$ cat src/rtl/soric_bus_pkg.sv
// rtl/soric_bus_pkg.sv - shared constants, response tag type and legality checks for the bus responder
package soric_bus_pkg;

  localparam int BUS_DATA_WIDTH = 32;
  localparam int BUS_BE_WIDTH = BUS_DATA_WIDTH / 8;
  localparam logic [31:0] BUS_ERR_RDATA = 32'hDEADBEEF;
  localparam int WAIT_CNT_WIDTH = 3;

  typedef struct packed {
    logic valid;
    logic is_read;
    logic oor;
  } resp_tag_t;

  function automatic bit read_latency_ok(input int lat);
    return (lat >= 1) && (lat <= 4);
  endfunction

  function automatic bit wait_states_ok(input int ws);
    return (ws >= 0) && (ws <= 7);
  endfunction

endpackage

$ cat src/rtl/soric_resp_pipe.sv
// rtl/soric_resp_pipe.sv - fixed-depth response tag delay line with synchronous clear
module soric_resp_pipe
  import soric_bus_pkg::*;
#(
  parameter int DEPTH = 1
) (
  input  logic      clk,
  input  logic      rst,
  input  resp_tag_t tag_in,
  output resp_tag_t tag_out
);

  resp_tag_t stage [DEPTH];

  always_ff @(posedge clk) begin
    if (rst) begin
      for (int i = 0; i < DEPTH; i++) begin
        stage[i] <= '0;
      end
    end else begin
      stage[0] <= tag_in;
      for (int i = 1; i < DEPTH; i++) begin
        stage[i] <= stage[i-1];
      end
    end
  end

  assign tag_out = stage[DEPTH-1];

endmodule

$ cat src/rtl/soric_bus_responder.sv
// rtl/soric_bus_responder.sv - req/gnt/rvalid slave endpoint with grant wait states driving a single-port SRAM
module soric_bus_responder
  import soric_bus_pkg::*;
#(
  parameter int DATA_WIDTH = BUS_DATA_WIDTH,
  parameter int ADDR_WIDTH = 10,
  parameter int MEM_WORDS = 256,
  parameter int READ_LATENCY = 1,
  parameter int WAIT_STATES = 0,
  parameter logic [DATA_WIDTH-1:0] ERR_RDATA = DATA_WIDTH'(BUS_ERR_RDATA),
  localparam int BE_WIDTH = DATA_WIDTH / (BUS_DATA_WIDTH / BUS_BE_WIDTH)
) (
  input  logic                  clk,
  input  logic                  rst,
  input  logic                  req_i,
  input  logic [ADDR_WIDTH-1:0] addr_i,
  input  logic                  we_i,
  input  logic [BE_WIDTH-1:0]   be_i,
  input  logic [DATA_WIDTH-1:0] wdata_i,
  output logic                  gnt_o,
  output logic                  rvalid_o,
  output logic [DATA_WIDTH-1:0] rdata_o,
  output logic                  mem_en_o,
  output logic                  mem_we_o,
  output logic [BE_WIDTH-1:0]   mem_wmask_o,
  output logic [ADDR_WIDTH-3:0] mem_addr_o,
  output logic [DATA_WIDTH-1:0] mem_wdata_o,
  input  logic [DATA_WIDTH-1:0] mem_rdata_i
);

  if (!read_latency_ok(READ_LATENCY)) begin : g_bad_read_latency
    $error("READ_LATENCY must be in 1..4");
  end
  if (!wait_states_ok(WAIT_STATES)) begin : g_bad_wait_states
    $error("WAIT_STATES must be in 0..7");
  end

  localparam logic [31:0] MEM_WORDS_U = 32'(MEM_WORDS);

  logic [WAIT_CNT_WIDTH-1:0] wcnt;
  logic [ADDR_WIDTH-3:0]     word_idx;
  logic                      in_range;
  logic                      accept;
  resp_tag_t                 tag_in;
  resp_tag_t                 tag_out;
  logic                      unused_addr_lsb;

  assign word_idx        = addr_i[ADDR_WIDTH-1:2];
  assign unused_addr_lsb = ^addr_i[1:0];
  assign in_range        = 32'(word_idx) < MEM_WORDS_U;

  // Grant depends only on req_i, the wait counter and reset: no path from the response side.
  assign gnt_o  = req_i & (wcnt == WAIT_CNT_WIDTH'(WAIT_STATES)) & ~rst;
  assign accept = req_i & gnt_o;

  always_ff @(posedge clk) begin
    if (rst || !req_i || gnt_o) begin
      wcnt <= '0;
    end else begin
      wcnt <= wcnt + WAIT_CNT_WIDTH'(1);
    end
  end

  always_comb begin
    mem_en_o    = accept & in_range;
    mem_we_o    = mem_en_o & we_i;
    mem_wmask_o = mem_we_o ? be_i : '0;
    mem_addr_o  = word_idx;
    mem_wdata_o = wdata_i;
  end

  always_comb begin
    tag_in         = '0;
    tag_in.valid   = accept;
    tag_in.is_read = accept & ~we_i;
    tag_in.oor     = accept & ~in_range;
  end

  soric_resp_pipe #(
    .DEPTH(READ_LATENCY)
  ) u_resp_pipe (
    .clk    (clk),
    .rst    (rst),
    .tag_in (tag_in),
    .tag_out(tag_out)
  );

  // Responses are masked during reset so a tag still in the last stage never escapes.
  always_comb begin
    rvalid_o = tag_out.valid & ~rst;
    rdata_o  = '0;
    if (rvalid_o && tag_out.is_read) begin
      rdata_o = tag_out.oor ? ERR_RDATA : mem_rdata_i;
    end
  end

endmodule

$ cat config.mk
export PLATFORM = sky130hd
export DESIGN_NAME = soric_bus_responder
export DESIGN_NICKNAME = d
export VERILOG_FILES = /design/src/rtl/soric_bus_pkg.sv /design/src/rtl/soric_resp_pipe.sv /design/src/rtl/soric_bus_responder.sv
export SDC_FILE = /design/constraint.sdc
export NUM_CORES = 1
export LEC_CHECK = 0
export ABC_AREA = 1
export ABC_CLOCK_PERIOD_IN_PS = 2450
export BUFFER_PORTS_ARGS = -buffer_cell sky130_fd_sc_hd__buf_2
export CAP_MARGIN = 20
export CORE_AREA = 2 2 62 64
export CTS_CLUSTER_DIAMETER = 60
export DETAILED_ROUTE_END_ITERATION = 6
export DIE_AREA = 0 0 64 66
export PLACE_DENSITY = 0.85
export SLEW_MARGIN = 20
export SYNTH_ARGS = -nofsm -noshare
export SYNTH_HDL_FRONTEND = slang
export SYNTH_SLANG_ARGS = --single-unit
$ cat constraint.sdc
create_clock -name clk -period 2.45 [get_ports clk]
set_input_delay 0.3675 -clock clk [delete_from_list [all_inputs] [get_ports clk]]
set_output_delay 0.3675 -clock clk [all_outputs]
set_load 0.03 [all_outputs]
==> metrics.csv, run 1 <==
stage;metric;value;unit
routing;routed_wl;1.91;mm
clock_tree;cts_max_level;1;
synth;synth_top_area_cell;nor2_4;
synth;syn-num-nets;228;
timing;hold_viol;0;
placed_design;io_buffers;79;
global_route;antenna_found_initial;0;
worst_setup_path;end_kind;output port;
clock_tree;cts_tree;built;
synth;synth_seq_cells;5;
floorplanning;die_h;66;um
global_route;grt_max_degree;19;
timing;setup_viol;0;
routing;drtAntennaViolNets;0;
synth;synth_top_cell_area_share;0.321;
routing;vias_per_cell;3.56;
routing;post-route-drc-count;0;
timing;worst_pin_slew;0.390;ns
timing;skew;0.00477;ns
floorplanning;row_count;22;
clock_tree;path_clk_slew;0.04;ns
synth;syn_area;0.00109;mm2
placed_design;place_congestion;0.641;
global_route;grt_pass1_wl;3.02;mm
timing;maxSlewViolCount;0;
routing;drtIter0Drc;11;
pwr;cellPowerDensity;223;mW/mm2
worst_setup_path;required;2.08;ns
job;maxCapViolCount;0;
synth;ys_seq_area_frac;0.0922;
timing;relSlewSlack;0.737;
floorplanning;dieArea;0.00422;mm2
floorplanning;initial_core_util;0.306;
clock_tree;clockRootBuffer;clkbuf_4;
synth;synth_area_per_cell;7.54;um2
clock_tree;cts_resized;0;
status;status;completed;
pwr;total_leakage_power;0.811;nW
clock_tree;clock_path_buffers;2;
clock_tree;postCtsHoldBufs;0;
pwr;peakVddDrop;0.000261;V
routing;dr.pass1.iters;2;
global_route;track_usage;0.0898;
routing;vias;830;
synth;netlist_instances;144;
global_route;grt_overflow;0;
timing;fmax;537;MHz
placed_design;post-dp-hpwl;1.65;mm
worst_setup_path;cp.arrival;1.49;ns
hold_path;hold_class;primary input to flip-flop;
synth;ys_top_cells_by_area;nor2_4 32%, buf_4 28%, inv_1 16%;
finish;postLayoutCoreUtil;0.346;
finish;antennaDiodeCount;0;
floorplanning;die_x;64;um
finish;syn2layout_area_growth;13.0;%
finish;final_cell_count_no_fill;233;
timing;fin_crit_sh;0.760;
clock_tree;cts_buffers;3;
clock_tree;clk-insertion-delay-late;0.24;ns
timing;rsz0062_at_grt;false;
pwr;power;273;uW
worst_setup_path;crit_type;flip-flop to output port;
synth;ys_types;12;
clock_tree;postCtsSetupBuffers;0;
clock_tree;numClockSinks;5;
synth;yosysWarnings;0;
timing;tns;0;ns
floorplanning;coreArea;0.00355;mm2
timing;min_period;1.86;ns
finish;final_nets;270;
worst_setup_path;worstSetupStartpointType;flip-flop;
worst_setup_path;path_max_fanout;18;
global_route;grt_pass1_vias;731;
timing;whs;0.291;ns
placed_design;dpl.cell_count;229;
finish;drive_above_1_share;0.622;
routing;wl_per_cell;8.20;um
floorplanning;io_pins;162;
-- registers in the layout, summed over array words and instances (netlist names) --
| signal | cells |
|---|---|
| wcnt | 3 |
| u_resp_pipe.stage | 2 |
-- cell usage after synthesis, drive strengths merged --
master,n
nand2,2
dfxtp,5
xnor2,1
nand3,1
o21ai,1
nor2,43
buf,43
ha,2
inv,46
-- cell families (layout without fill, tap and decap cells) --
kind of cell	count (synthesis)	count (layout)	synth area share
buffers and inverters	89	130	0.491
AND/OR/NAND/NOR	46	46	0.381
adder cells (fa/ha/maj)	2	2	0.0230
XOR/XNOR	1	1	0.00807
AO/OA/AOI/OAI	1	1	0.00460
flip-flops	5	5	0.0922
-- placed cells by master (no fill, tap or decap) --
cell type  netlist  routed
nor2_1          12      12
buf_12           3       1
buf_2            0      79
ha_1             2       2
nor2_4          31      31
nand2_4          1       1
clkbuf_1         0       1
xnor2_1          1       1
inv_1           46      46
nand3_1          1       1
nand2_1          1       1
o21ai_0          1       1
dfxtp_1          5       5
clkbuf_4         0       3
-- final timing paths --
path	endpoint	slack [ns]	from	cells past startpoint
setup / recovery	rdata_o[19]	0.59	u_resp_pipe.stage[0][1]	6
hold / removal	u_resp_pipe.stage[0][0]	0.29	we_i	2
setup reg to reg	wcnt[2]	1.36	wcnt[0]	5
hold reg to reg	wcnt[0]	0.44	wcnt[0]	1
-- per-layer routing --
metal	part of all wire	up-vias	GRT usage
met4	0.037	0	0.0571
met3	0.18	10	0.0596
met2	0.45	70	0.141
met5	0	-	0
met1	0.33	321	0.0868
li1	-	429	-
-- stage by stage --
| stage | setup WS (ns) | instance area, um2 |
|---|---|---|
| 6_report | 0.589 | 1230 |
| 5_1_grt | 0.476 | 1230 |
| 4_1_cts | 0.564 | 1230 |
| 3_5_place_dp | 0.662 | 1200 |
| 3_3_place_gp | 0.673 | 1200 |
| 2_1_floorplan | 0.887 | 1090 |
-- power breakdown --
group	internal, mW	total (mW)	switching (mW)
logic	0.0367	0.0938	0.0571
registers	0.0832	0.0839	0.000648
clock network	0.0616	0.0955	0.0340
total	0.182	0.273	0.0917
-- critical path: stages (launching register included) --
cell and delay (ns):
dfxtp_1 0.30, inv_1 0.05, nor2_4 0.10, nand2_4 0.23, buf_12 0.27, nor2_4 0.09
buf_2 0.19
-- final cells by class --
type / instances / area, um2
fill: 361 / 2320
clock buffer: 4 / 26.3
sequential: 5 / 100
tap: 48 / 60.1
inverter: 46 / 173
multi-input combinational: 50 / 453
timing repair buffer: 80 / 415
Note: power is estimated with default switching activity, not from simulation.
==> run 2, diff against run 1 <==
ABC_AREA = 0   (was 1)
ABC_CLOCK_PERIOD_IN_PS = 1500   (was 2450)
CORE_AREA = 2 2 49 86   (was 2 2 62 64)
DIE_AREA = 0 0 51 88   (was 0 0 64 66)
PLACE_DENSITY = 0.78   (was 0.85)
clock period = 1.5 ns   (was 2.45 ns; I/O delays follow)
==> run 2 against run 1 <==
Synthesized cell count fell by 29%. Sequential cell count did not move. The run now ends with setup timing left. Total power rose by 93%. Area after synthesis fell by 19%. Wire length rose by 29%. Worst hold slack got worse by 0.053 ns.
==> metrics.csv, run 2 <==
stage;metric;value;unit;change
synth;yosysMostFrequentCell;buf_4;;
clock_tree;cts_buffers;3;;unchanged
routing;drtAntennaViolNets;0;;unchanged
placed_design;io_buffers;79;;unchanged
synth;synth_area_per_cell;8.62;um2;+14%
clock_tree;clk-insertion-delay-late;0.22;ns;-0.02 ns
clock_tree;clockRootBuffer;clkbuf_8;;
timing;layout_setup_ws;-0.0513;ns;-0.640 ns
synth;synth.top_cells.by_count;40 x buf_4, 30 x and2_4, 5 x dfxtp_1, 4 x and3_1;;
worst_setup_path;required;1.27;ns;-0.81 ns
routing;vias_per_cell;4.13;;+16%
hold_path;hold_class;primary input to flip-flop;;
floorplanning;row_count;30;;+36%
routing;drtIter0Drc;9;;-2
timing;maxSlewViolCount;0;;unchanged
synth;synth-edff-count;0;;unchanged
finish;syn2layout_area_growth;62.9;%;
worst_setup_path;worstSetupStartpointType;flip-flop;;
synth;syn_area;880;um2;-19%
finish;antennaDiodeCount;0;;unchanged
finish;regMostFlops;wcnt;;
status;violations;setup timing;;
timing;worst_pin_slew;0.197;ns;-0.193 ns
synth;netlist_instances;102;;-29%
finish;mostFrequentLayoutCells;41 x buf_2, 39 x buf_6, 32 x and2_4;;
global_route;grt_max_degree;33;;+14
clock_tree;clock_path_buffers;2;;unchanged
global_route;grt_pass1_wl;2.77;mm;-8.3%
routing;post-route-drc-count;0;;unchanged
finish;largest_registers;wcnt: 3 flops, u_resp_pipe.stage: 2 flops;;
floorplanning;initial_core_util;0.232;;-0.0738
timing;rsz0062_at_grt;true;;
finish;postLayoutCoreUtil;0.378;;+0.0322
synth;yosysWarnings;0;;unchanged
finish;largest_register_ffs;3;;unchanged
status;status;finished, violations left;;
floorplanning;die_x;51;um;-20%
clock_tree;postCtsHoldBufs;0;;unchanged
routing;vias;813;;-2.0%
floorplanning;io_pins;162;;unchanged
synth;synth_top_area_cell;buf_4;;
worst_setup_path;cp.arrival;1.33;ns;-0.16 ns
global_route;track_usage;0.0795;;-0.0103
timing;fin_crit_sh;1.03;;
timing;skew;0.000164;ns;-0.00460 ns
timing;tns;-0.273;ns;-0.273 ns
pwr;cellPowerDensity;368;mW/mm2;+65%
synth;synth_seq_cells;5;;unchanged
placed_design;post-dp-hpwl;1.65;mm;+0.37%
finish;final_nets;234;;-13%
finish;final_common_cell;buf_2;;
synth;ys_types;17;;+5
clock_tree;cts_tree;built;;
floorplanning;die_h;88;um;+33%
floorplanning;coreArea;0.00379;mm2;+6.8%
timing;fmax;645;MHz;
pwr;peakVddDrop;0.000491;V;+88%
synth;synth-main-ff-cell;dfxtp_1;;
global_route;antenna_found_initial;0;;unchanged
pwr;total_leakage_power;0.726;nW;-10%
routing;wl_per_cell;12.6;um;+53%
timing;relSlewSlack;0.869;;+0.132
synth;ys_top_cells_by_area;buf_4 34%, and2_4 30%, dfxtp_1 11%;;
global_route;grt_pass1_vias;679;;-7.1%
clock_tree;numClockSinks;5;;unchanged
synth;syn-num-nets;186;;-18%
routing;dr.pass1.iters;2;;unchanged
synth;synth_top_cell_area_share;0.341;;+0.0200
clock_tree;path_clk_slew;0.03;ns;about the same
worst_setup_path;cpMaxStageDelayCell;dfxtp_2;;
clock_tree;cts_max_level;1;;unchanged
worst_setup_path;crit_type;flip-flop to output port;;
job;maxCapViolCount;0;;unchanged
timing;whs;0.238;ns;-0.0528 ns
floorplanning;dieArea;0.00449;mm2;+6.3%
synth;async_reset_ff_frac;0;;unchanged
timing;setup_viol;17;;+17
placed_design;place_congestion;0.672;;+5.0%
timing;min_period;1.55;ns;
routing;routed_wl;2.47;mm;+29%
worst_setup_path;end_kind;output port;;
synth;ys_seq_area_frac;0.114;;+0.0216
finish;drive_above_1_share;0.906;;+0.284
pwr;power;527;uW;+93%
global_route;grt_overflow;0;;unchanged
worst_setup_path;critPathMaxStageDelay;0.31;ns;about the same
timing;hold_viol;0;;unchanged
worst_setup_path;crit_chain;inv_2 -> ha_4 -> and4bb_4 -> and3_4 -> buf_6;;
worst_setup_path;path_max_fanout;7;;-11
## run 2: cell count changes after synthesis, moves of 4 or more
cell | before | now
nor2_1 | 12 | 0
inv_1 | 46 | 2
nor2_4 | 31 | 0
and3_1 | 0 | 4
and2_4 | 0 | 30
## run 2: metrics by stage
stage,worst slack (ns),cell area (um2),cells
CTS,-0.100,1160,194
floorplan,0.0236,885,102
detailed placement,-0.0214,1030,188
global placement,0.0227,1030,188
finish,-0.0513,1430,197
global route,-0.0883,1430,197
## run 2: final timing paths
path	start	cells past startpoint	slack, ns	to
worst max register to register	wcnt[0]	5	0.30	wcnt[2]
worst min-delay path	we_i	2	0.24	u_resp_pipe.stage[0][0]
worst max-delay path	wcnt[0]	5	-0.05	mem_wmask_o[2]
worst min register to register	wcnt[0]	2	0.51	wcnt[0]
## run 2: power by group
| group | switching, mW | internal (mW) |
|---|---|---|
| combinational | 0.0621 | 0.0773 |
| sequential | 0.000755 | 0.137 |
| clock | 0.0680 | 0.183 |
| total | 0.131 | 0.396 |
## run 2: cell type report
type | instances | area (um2)
fillers | 351 | 2360
repair buffers | 86 | 737
multi-input cells | 52 | 479
flip-flops and latches | 5 | 104
well taps | 48 | 60.1
clock buffers | 4 | 45.0
inverters | 2 | 7.51
## run 2: per-layer routing
metal  track usage  vias up  routed length, um
li1              -      373                  -
met1        0.0485      349                658
met2         0.157       89               1350
met3        0.0631        2                441
met4        0.0319        0                 19
met5             0        -                  0
## run 2: logic make-up after synthesis
logic type               after synthesis  share of synthesized area
AO/OA/AOI/OAI                          1                    0.00568
adder cells (fa/ha/maj)                2                     0.0284
buffers and inverters                 45                      0.388
flip-flops                             5                      0.114
AND/OR/NAND/NOR                       49                      0.464
## run 2: critical path: cells and delay by family, from the launching register on
| kind | cells | cell delay [ns] |
|---|---|---|
| simple gates | 2 | 0.46 |
| flops | 1 | 0.31 |
| fa+ha+maj | 1 | 0.14 |
| buf+inv | 2 | 0.18 |
## run 2: timing repair
action / in CTS / in global routing
pin swaps: 4 / 32
endpoints found under the setup margin: 10 / 36
buffers inserted: 2 / 0
cloned: 0 / 3
resized for setup: 23 / 96
